## config.mk

```make
export PLATFORM = sky130hd
export DESIGN_NAME = spi_shift_engine
export DESIGN_NICKNAME = d
export VERILOG_FILES = /design/src/rtl/spi_pkg.sv /design/src/rtl/spi_edge_detect.sv /design/src/rtl/spi_shift_engine.sv
export SDC_FILE = /design/constraint.sdc
export NUM_CORES = 1
export LEC_CHECK = 0
export CAP_MARGIN = 20
export CORE_MARGIN = 8
export CORE_UTILIZATION = 45
export CTS_CLUSTER_DIAMETER = 40
export DETAILED_ROUTE_END_ITERATION = 10
export PLACE_DENSITY = 0.72
export SLEW_MARGIN = 20
export SYNTH_ARGS = -nofsm -noshare
export SYNTH_HDL_FRONTEND = slang
export SYNTH_SLANG_ARGS = --single-unit
```

## constraint.sdc

```tcl
create_clock -name clk_cpu -period 3.1 [get_ports clk_cpu]
set_input_delay 0.31 -clock clk_cpu [delete_from_list [all_inputs] [get_ports clk_cpu]]
set_output_delay 0.31 -clock clk_cpu [all_outputs]
set_load 0.1 [all_outputs]
```

## src/rtl/spi_pkg.sv

```systemverilog
// Shared encodings and helpers for the SPI serial shift engine.
package spi_pkg;

  typedef enum logic [1:0] {
    LEN_8  = 2'b00,
    LEN_16 = 2'b01,
    LEN_24 = 2'b10,
    LEN_32 = 2'b11
  } len_e;

  typedef enum logic [1:0] {
    IDLE   = 2'b00,
    SHIFT  = 2'b01,
    FINISH = 2'b10
  } state_e;

  // Frame length in bits: 8*(data_len+1).
  function automatic logic [5:0] len_bits(input logic [1:0] data_len);
    logic [2:0] bytes;
    bytes = {1'b0, data_len} + 3'd1;
    return {bytes, 3'b000};
  endfunction

endpackage

```

## src/rtl/spi_edge_detect.sv

```systemverilog
// Turns the clk_cpu-synchronous internal SCK level into single-cycle rise/fall pulses.
module spi_edge_detect (
  input  logic clk_cpu,
  input  logic rst,
  input  logic sck_inter,
  output logic rise,
  output logic fall
);

  logic sck_q;

  always_ff @(posedge clk_cpu or posedge rst) begin
    if (rst) sck_q <= 1'b0;
    else     sck_q <= sck_inter;
  end

  assign rise = sck_inter & ~sck_q;
  assign fall = ~sck_inter & sck_q;

endmodule

```

## src/rtl/spi_shift_engine.sv

```systemverilog
// SPI serial datapath: shifts the TX frame out on mosi and captures miso into rx_data.
// Optional build macro SPI_LOOPBACK_EN adds a loopback input that samples mosi instead of miso.
module spi_shift_engine
  import spi_pkg::*;
#(
  parameter int DATA_WIDTH = 32
) (
  input  logic                  clk_cpu,
  input  logic                  rst,
  input  logic                  sck_inter,
  input  logic                  load_data,
  input  logic [1:0]            data_len,
  input  logic [DATA_WIDTH-1:0] tx_data,
  input  logic                  miso,
`ifdef SPI_LOOPBACK_EN
  input  logic                  loopback,
`endif
  output logic                  mosi,
  output logic [DATA_WIDTH-1:0] rx_data,
  output logic                  done,
  output logic                  busy
);

  state_e                state;
  logic                  load_q;
  logic [5:0]            bit_cnt;
  logic [5:0]            len;
  logic [DATA_WIDTH-1:0] tx_sr;
  logic [DATA_WIDTH-1:0] rx_sr;
  logic [DATA_WIDTH-1:0] rx_sr_next;
  logic                  rise;
  logic                  fall;
  logic                  start;
  logic                  sample;
  logic [5:0]            start_len;

  spi_edge_detect u_edge (
    .clk_cpu  (clk_cpu),
    .rst      (rst),
    .sck_inter(sck_inter),
    .rise     (rise),
    .fall     (fall)
  );

  assign start     = load_data & ~load_q;
  assign start_len = len_bits(data_len);
  assign mosi      = (state == SHIFT) ? tx_sr[DATA_WIDTH-1] : 1'b0;

`ifdef SPI_LOOPBACK_EN
  assign sample = loopback ? mosi : miso;
`else
  assign sample = miso;
`endif

  // Upper bits stay zero because rx_sr is cleared at start and shifted exactly N times.
  assign rx_sr_next = (rx_sr << 1) | {{(DATA_WIDTH-1){1'b0}}, sample};

  always_ff @(posedge clk_cpu or posedge rst) begin
    if (rst) begin
      state   <= IDLE;
      load_q  <= 1'b0;
      bit_cnt <= '0;
      len     <= '0;
      tx_sr   <= '0;
      rx_sr   <= '0;
      rx_data <= '0;
      done    <= 1'b0;
      busy    <= 1'b0;
    end else begin
      load_q <= load_data;
      done   <= 1'b0;
      case (state)
        IDLE: begin
          if (start) begin
            len     <= start_len;
            tx_sr   <= tx_data << (DATA_WIDTH - int'(start_len));
            bit_cnt <= '0;
            rx_sr   <= '0;
            state   <= SHIFT;
            busy    <= 1'b1;
          end
        end
        SHIFT: begin
          // Abort takes priority, including over the final rise.
          if (!load_data) begin
            state <= IDLE;
            busy  <= 1'b0;
          end else if (rise) begin
            rx_sr   <= rx_sr_next;
            bit_cnt <= bit_cnt + 6'd1;
            if (bit_cnt + 6'd1 == len) begin
              rx_data <= rx_sr_next;
              done    <= 1'b1;
              state   <= FINISH;
            end
          end else if (fall && bit_cnt != 6'd0) begin
            tx_sr <= tx_sr << 1;
          end
        end
        FINISH: begin
          state <= IDLE;
          busy  <= 1'b0;
        end
        default: begin
          state <= IDLE;
          busy  <= 1'b0;
        end
      endcase
    end
  end

endmodule

```

==> impl_metrics.tcl, run 1 <==
set metrics [dict create \
    crit_chain "nor4_1 > and2_1 > o41a_1 > buf_4 > o21ai_0" \
    hold_viol_final 0 \
    synth.largest_area_cell "dfrtp_1" \
    first_pass_iters 4 \
    hold_buffers 0 \
    yosys-top-cells-area "dfrtp_1 (52%), mux2_4 (8.6%), nand2_1 (8.0%)" \
    htree_levels 3 \
    grt_max_degree 52 \
    fin_crit_ns 2.32 \
    port_buffers 73 \
    cp-start-kind "register" \
    cp_max_fo 25 \
    clk_pin_slew_ns 0.08 \
    dieArea_um2 15400 \
    vdd_drop_max_mv 0.360 \
    gr-total-overflow 0 \
    first_global_vias 3759 \
    crit_type "register to register" \
    ys_seq_elements 110 \
    area_delta_synth_final_pct 22.1 \
    die_h_um 124 \
    ys.flop_type "dfrtp_1" \
    drc 0 \
    die_x_um 124 \
    final_nets 596 \
    setup_violations 0 \
    hpwl_um 8030 \
    place_ws_ns 0.535 \
    drt_iter0_drc 191 \
    cts_max_path_buffers 2 \
    grt_setup_unrepaired "false" \
    fin_crit_sh_pct 74.8 \
    cp_slowest_cell "o41a_1" \
    status "complete, no violations" \
    clock.fmax_mhz 431 \
    vias_per_cell 5.44 \
    synth-warning-count 0 \
    antenna_found_initial 0 \
    cts_sinks 110 \
    slew_headroom_pct 34.0 \
    crit_required_ns 3.32 \
    postCtsResizedCells 0 \
    post_cts_buffers 0 \
    synth_top_area_share_pct 52.3 \
    core_um2 11400 \
    drv_cap 0 \
    floorplan.initialDensity_pct 46.1 \
    setup_tns_ns 0 \
    synth_edf_count 0 \
    drive_gt1_share_pct 15.3 \
    powerDensity_nw_per_um2 518 \
    ys_types 40 \
    p_leak_nw 2.93 \
    yosysSeqAreaShare_pct 52.3 \
    synth_area_um2 5260 \
    clock_latency_ns 0.36 \
    async_flop_share_pct 100 \
    n_antenna_cell 0 \
    place.gp.congestion 0.866 \
    fp-row-count 39 \
    root_buffer "clkbuf_16" \
    synth_most_common_cell "nand2_1" \
    ant_nets 0 \
    end_kind "register" \
    numCtsBuffers 9 \
    grt_use_total_pct 16.0 \
    utilization_pct 56.3 \
    routedWlPerCell_um 16.7 \
    fin_skew_ns 0.0101 \
    hold_path.class "primary input to async pin" \
    worstPathArrival_ns 2.54 \
    synthTopCellsByCount "nand2_1 (112), dfrtp_1 (110), o21ai_0 (39)" \
    synth_cells 495 \
    boundaryPins 74 \
    synth_area_per_cell_um2 10.6 \
    synthesis.nets 538 \
    maxSlewViolCount 0 \
    num_vias 3808 \
    drt-total-wl_um 11700 \
    worst_slack_ns 0.781 \
    cts_tree "built" \
    cp_slowest_stage_delay_ns 0.70 \
    tightest_slew_ns 0.988 \
    grt_pass1_wl_um 19300 \
]
-- sequential cells by signal (all words and copies together), names as in the netlist --
signal and cells:
len 3, tx_sr 32, u_edge.sck_q 1, rx_sr 31, rx_data 32, state 2, busy 1, done 1
load_q 1, bit_cnt 6
-- per-layer routing --
| metal | vias up | part of all wire (%) | track usage [%] |
|---|---|---|---|
| li1 | 1842 | - | - |
| met1 | 1883 | 45 | 20.5 |
| met2 | 70 | 49 | 26.1 |
| met3 | 13 | 3.4 | 2.54 |
| met4 | 0 | 2.0 | 7.36 |
| met5 | - | 0 | 0 |
-- power by group --
| group | leakage (nW) | total [mW] | internal, mW | switching, mW |
|---|---|---|---|---|
| Sequential | 1.46 | 1.64 | 1.56 | 0.0751 |
| Clock | 0.146 | 1.19 | 0.638 | 0.548 |
| Combinational | 1.32 | 0.509 | 0.217 | 0.292 |
| Total | 2.93 | 3.33 | 2.42 | 0.915 |
-- placed cells by master, fill, tap and decap left out, types with 2 or more instances in the layout --
cell type,synthesis,final
nand3_1,38,38
clkdlybuf4s50_1,0,71
nor2_1,26,26
a21oi_1,3,3
inv_1,5,4
xnor2_1,6,6
nor4_1,3,3
a221oi_1,7,7
buf_4,1,11
and2_1,3,3
buf_12,0,3
o31ai_1,2,2
nand3b_1,8,8
o21ai_0,39,39
inv_8,0,2
mux2_4,30,30
ha_1,4,4
mux2_2,12,12
a31oi_1,8,8
clkinvlp_4,0,2
and3_1,2,2
dfrtp_1,110,110
nor2b_1,2,2
o211ai_1,8,8
mux4_2,8,8
a221o_1,8,8
clkbuf_16,0,9
nand2_1,112,112
-- worst max-delay path: cells and delay by family, from the launching register on --
kind,cells,cell delay [ns]
AO/OA/AOI/OAI,2,0.82
buffers and inverters,1,0.31
flip-flops,1,0.45
AND/OR/NAND/NOR,2,0.59
-- path summary, 6_finish.rpt --
kind                                  from     endpoint  slack [ns]  depth (start not counted)
worst max-delay path            bit_cnt[3]    tx_sr[18]        0.78                          5
worst min-delay path                   rst  rx_data[25]        0.43                          2
worst max register to register  bit_cnt[3]    tx_sr[18]        0.78                          5
worst min register to register   tx_sr[20]    tx_sr[20]        0.48                          2
max in group asynchronous              rst   rx_data[0]        1.88                          3
min in group clk_cpu             tx_sr[20]    tx_sr[20]        0.48                          2
-- cell type report --
type / instances / area [um^2]
clock buffers: 9 / 225
flip-flops and latches: 110 / 2750
inverters: 5 / 22.5
multi-input cells: 342 / 2320
fillers: 995 / 4990
well taps: 143 / 179
clock inverters: 6 / 77.6
repair buffers: 85 / 853
-- cell families (layout without fill, tap and decap cells) --
logic type,count (synthesis),count (layout),share of synthesized area [%]
xor+xnor,8,8,1.47
fa+ha+maj,4,4,0.951
flops,110,110,52.3
simple gates,202,202,17.1
buf+inv,43,105,3.71
mux,50,50,14.5
compound gates,78,78,9.96
-- metrics by stage --
stage | hold WS, ns | cells | total power [mW] | instance area, um^2
after CTS | 0.439 | 700 | 3.36 | 6430
after detailed placement | 0.462 | 685 | 2.18 | 6120
final | 0.430 | 700 | 3.33 | 6430
after global placement | 0.451 | 685 | 2.16 | 6120
after floorplan | 0.341 | 495 | 2.00 | 5270
after global routing | 0.489 | 700 | 3.49 | 6430
Power figures use the tool's default switching activity.
==> run 2, diff against run 1 <==
clock period = 2.1 ns   (was 3.1 ns; I/O delays follow)
==> run 2 against run 1 <==
  * Clock power up 51%
  * Routed wire length up 4.6%
  * Sequential cell count unchanged
  * Die area unchanged
  * Global-route usage up 0.48 points
  * Via count up 3.9%
  * Fmax up 11%
  * Critical endpoint is now rx_data[30]
  * Largest power group unchanged
  * Highest routed layer unchanged
==> impl_metrics.tcl, run 2 (synthesis results as in run 1) <==
set metrics [dict create \
    status "complete, no violations" \
    cp_slowest_stage_delay_ns 0.39 \
    tightest_slew_ns 0.696 \
    whs_ns 0.254 \
    clk_pin_slew_ns 0.07 \
    largestRegisters "rx_data (32), tx_sr (32), rx_sr (31)" \
    cp_max_fo 8 \
    hold_path.class "primary input to async pin" \
    num_vias 3955 \
    die_x_um 124 \
    drt_iter0_drc 289 \
    drc 0 \
    dieArea_um2 15400 \
    ff2ff_setup_slack_ns 0.01 \
    r2r-start "bit_cnt[0]" \
    grt_use_total_pct 16.5 \
    cts_max_path_buffers 2 \
    reg2reg_depth 8 \
    die_h_um 124 \
    vias_per_cell 5.44 \
    crit_type "register to register" \
    first_pass_iters 5 \
    cts_sinks 110 \
    r2r_end "rx_data[30]" \
    grt_setup_unrepaired "true" \
    cts_tree "built" \
    n_antenna_cell 0 \
    place.gp.congestion 0.852 \
    final_cell_mix "nand2_1 (111), dfrtp_1 (109), buf_4 (62)" \
    fin_crit_sh_pct 99.5 \
    drv_cap 0 \
    vdd_drop_max_mv 0.478 \
    slew_headroom_pct 53.5 \
    clock_latency_ns 0.36 \
    ant_nets 0 \
    htree_levels 3 \
    crit_family "simple AND/OR/NAND/NOR gates" \
    power_mw 5.02 \
    setup_violations 0 \
    hold_viol_final 0 \
    floorplan.initialDensity_pct 46.1 \
    powerDensity_nw_per_um2 748 \
    routedWlPerCell_um 16.8 \
    grt_pass1_wl_um 20000 \
    p_leak_nw 3.18 \
    crit_required_ns 2.34 \
    clock.fmax_mhz 479 \
    cp_num_cells 8 \
    gr-total-overflow 0 \
    layout_commonest_cell "nand2_1" \
    fin_skew_ns 0.0124 \
    endpoint "rx_data[30]" \
    first_global_vias 3875 \
    timing.critical_path.buf_inv 2 \
    numCtsBuffers 9 \
    hold_buffers 0 \
    root_buffer "clkbuf_16" \
    cp_slowest_cell "dfrtp_1" \
    fin_crit_ns 2.09 \
    setup_tns_ns 0 \
    port_buffers 73 \
    antenna_found_initial 0 \
    boundaryPins 74 \
    worstPathArrival_ns 2.33 \
    grt_max_degree 58 \
    crit_chain "ha_2 > xnor2_2 > and3_1 > nand4_1 > nor3b_4 > buf_6 > buf_12 > mux2_4" \
    core_um2 11400 \
    area_delta_synth_final_pct 27.6 \
    maxSlewViolCount 0 \
    cp-start-kind "register" \
    end_kind "register" \
    worstSetupStartpoint "bit_cnt[0]" \
    drive_gt1_share_pct 26.2 \
    fp-row-count 39 \
    hpwl_um 8050 \
    utilization_pct 58.8 \
    drt-total-wl_um 12200 \
    final_nets 622 \
]
[run 2: cell count changes in the layout (fill, tap and decap cells not counted), moves of 3 or more]
cell	delta
clkdlybuf4s50_1	-33
buf_4	+51
buf_12	+3
xnor2_1	-3
[run 2: report_power, final]
part	switching (mW)	leakage [nW]	internal (mW)
sequential	0.103	1.46	2.30
clock	0.810	0.159	0.989
combinational	0.451	1.56	0.366
total	1.36	3.18	3.66
[run 2: what timing repair did]
action                     in CTS  in global routing
cloned                          2                  1
gates resized for setup         7                  9
setup endpoints to repair       2                 34
pin swaps                       5                  6
setup buffers                   8                  1
[run 2: area by class of cell]
type | count | area [um^2]
clock buffer | 10 | 239
fill | 934 | 4700
timing repair buffer | 111 | 1070
tap | 143 | 179
clock inverter | 6 | 83.8
multi-input combinational | 342 | 2370
inverter | 5 | 22.5
sequential | 110 | 2750
[run 2: worst register-to-register path: cells and delay by family, from the launching register on]
kind	cells	cell delay, ns
xor gates and xnor gates	1	0.17
and+or+nand+nor	3	0.59
muxes	1	0.31
adders and majority gates	1	0.21
buffers and inverters	2	0.32
DFF	1	0.39
[run 2: layer usage]
layer	vias up	global-route usage (%)	wire, um
li1	1897	-	-
met1	1964	22.0	5460
met2	77	26.4	6090
met3	17	2.99	482
met4	0	5.80	214
met5	-	0	0
[run 2: worst min-delay path by stage]
stage / start / endpoint / slack (ns) / cells past startpoint
CTS: rst / tx_sr[31] / 0.26 / 2
global route: rst / tx_sr[31] / 0.32 / 2
detailed placement: state[1] / busy / 0.46 / 1
floorplan: load_data / load_q / 0.24 / 0
global placement: tx_sr[0] / tx_sr[0] / 0.45 / 2
finish: rst / tx_sr[3] / 0.25 / 2
[run 2: stage by stage]
step | worst slack [ns] | instances | instance area (um^2)
2_1_floorplan | 0.0356 | 495 | 5270
4_1_cts | 0.0519 | 725 | 6640
6_report | 0.0110 | 727 | 6720
3_5_place_dp | -0.170 | 699 | 6180
3_3_place_gp | -0.131 | 699 | 6180
5_1_grt | -0.0666 | 727 | 6720
==> variant: new RTL, settings of run 1 <==
Encoding of `state_e`: now one-hot (3 bits for 3 states).
--- a/src/rtl/spi_pkg.sv
+++ b/src/rtl/spi_pkg.sv
@@ -10,6 +10,6 @@
 
-  typedef enum logic [1:0] {
-    IDLE   = 2'b00,
-    SHIFT  = 2'b01,
-    FINISH = 2'b10
+  typedef enum logic [2:0] {
+    IDLE   = 3'b001,
+    SHIFT  = 3'b010,
+    FINISH = 3'b100
   } state_e;
Behaviour: no difference found for any inputs over 4 cycles, from zero or initial values and one cycle with rst high; so few cycles prove little.
==> variant against run 1 <==
  * Sequential cell count increased by 1
  * Non-clock buffer count decreased by 1
  * Clock skew decreased by 0.0013 ns
  * Area after synthesis decreased by 3.1%
  * Critical path type unchanged
  * Cell area decreased by 2.6%
  * Via count decreased by 5.0%
  * Total power decreased by 6.2%
  * Sequential share of layout area increased by 1.6 points
  * Setup slack got worse by 0.12 ns
  * Wire length decreased by 8.4%
==> variant: results (changes against run 1) <==
Sequential area share after synthesis -> 54.49% (+2.2 points)
Global-route wire length before repair -> 17750 um (-8.2%)
Vias/cell -> 5.585 (+2.7%)
Relative slew slack -> 32.28% (-1.7 points)
Layout cell share with drive strength beyond 1 -> 11.68% (-3.6 points)
Initial DRC count -> 307 (+61%)
Critical path data arrival time -> 2.66 ns (+0.12 ns)
Synth top cells by count -> 110 x dfrtp_1, 53 x nand2_1, 39 x o21ai_0
Final wirelength -> 10720 um (-8.4%)
Total Routing Usage GR -> 14.66% (-1.3 points)
Post-CTS Setup Repair Bufs -> 0 (unchanged)
Dpl cells -> 632 (-7.7%)
Reg2Reg Setup Slack -> 0.66 ns (-0.12 ns)
Crit path max fanout -> 32 (+28%)
Post-synthesis async set-or-reset flop share -> 100.0% (unchanged)
Final Net Count -> 543 (-8.9%)
Switching pwr -> 819.9 uW (-10%)
Dpl hpwl -> 7334 um (-8.7%)
Peak supply drop -> 0.2513 mV (-30%)
Largest net degree at the start of global routing -> 84 (+62%)
Outcome -> finished clean
Post-Synthesis Cells -> 439 (-11%)
Later-pin clock latency in the skew report -> 0.34 ns (-0.02 ns)
DP Area -> 5974 um^2 (-2.4%)
Crit path from -> bit_cnt[0]$_DFFE_PP0P_
Leakage -> 2.748 nW (-6.1%)
Crit path to -> rx_data[23]$_DFFE_PP0P_
Core Region -> 11220 um^2 (-1.7%)
Cells on worst reg2reg path -> 7 (+2)
Area contributors post-synth -> dfrtp_1 54%, mux2_1 6.6%, a22o_1 5.7%
Yosys cell types -> 41 (+2.5%)
Clock skew -> 0.008750 ns (-0.001349 ns)
WL/cell -> 16.55 um (-1.0%)
GP Congestion -> 0.8028 (-7.3%)
Post-synth net total -> 482 (-10%)
[variant: changes by cell type after synthesis, sizes merged, moves of 2 or more]
cell    change
nor3b       +2
nor2       -10
nand3      -25
o31ai       -2
a221oi      -7
nor2b       +3
nand2      -59
a31oi       +7
a22o       +32
o41ai       +2
buf         +4
clkbuf      -8
[variant: worst max-delay path: stages, from the launching register on]
cell,delay (ns)
dfrtp_1,0.51
ha_1,0.26
nand3_1,0.15
xnor2_1,0.24
nand4_1,0.17
nor3b_4,0.18
buf_4,0.40
mux2_2,0.39
[variant: logic make-up (layout without fill, tap and decap cells)]
logic type	count (synthesis)	in the layout	share of synthesized area [%]
flops	111	111	54.49
buf+inv	39	105	3.606
fa+ha+maj	4	4	0.9814
compound gates	112	112	15.41
xor+xnor	8	8	1.521
simple gates	114	114	10.97
mux	51	51	13.03
[variant: how the worst min path moves through the flow]
| stage | startpoint | to |
|---|---|---|
| final | rst | bit_cnt[2]$_DFFE_PP0P_ |
| after global routing | rst | len[4]$_DFFE_PP0P_ |
| after CTS | rst | len[4]$_DFFE_PP0P_ |
| after detailed placement | tx_sr[20]$_DFFE_PP0P_ | tx_sr[20]$_DFFE_PP0P_ |
| after global placement | tx_sr[21]$_DFFE_PP0P_ | tx_sr[21]$_DFFE_PP0P_ |
| after floorplan | load_data | load_q$_DFF_PP0_ |
[variant: power groups by stage]
stage | registers (mW) | logic, mW | clock network [mW]
final | 1.62 | 0.413 | 1.09
after floorplan | 1.64 | 0.274 | 0
after global routing | 1.63 | 0.461 | 1.18
after CTS | 1.62 | 0.417 | 1.12
after detailed placement | 1.65 | 0.417 | 0
after global placement | 1.64 | 0.405 | 0
[variant: final cells by class]
class                   instances  area, um^2
multi-input cells             289        2151
well taps                     143       178.9
clock buffers                  10       229.0
flip-flops and latches        111        2779
clock inverters                 6       52.55
inverters                       5       22.52
repair buffers                 84       843.3
fillers                       973        4967
[variant: through the flow]
stage                     setup slack (ns)  power, mW  hold WS, ns  util, %
after global placement              0.6025      2.047       0.4599    53.23
after global routing                0.5181      3.270       0.4527    55.74
final                               0.6645      3.124       0.3986    55.74
after detailed placement            0.5123      2.062       0.4698    53.23
after CTS                           0.6652      3.154       0.4037    55.74
after floorplan                     0.6756      1.915       0.3414        -
[variant: routing by layer]
layer	up-vias	GRT usage (%)	part of all wire (%)
met5	-	0	0
met4	0	5.636	0.73
met3	6	2.760	5.8
met2	98	23.13	47
met1	1787	19.71	46
li1	1728	-	-
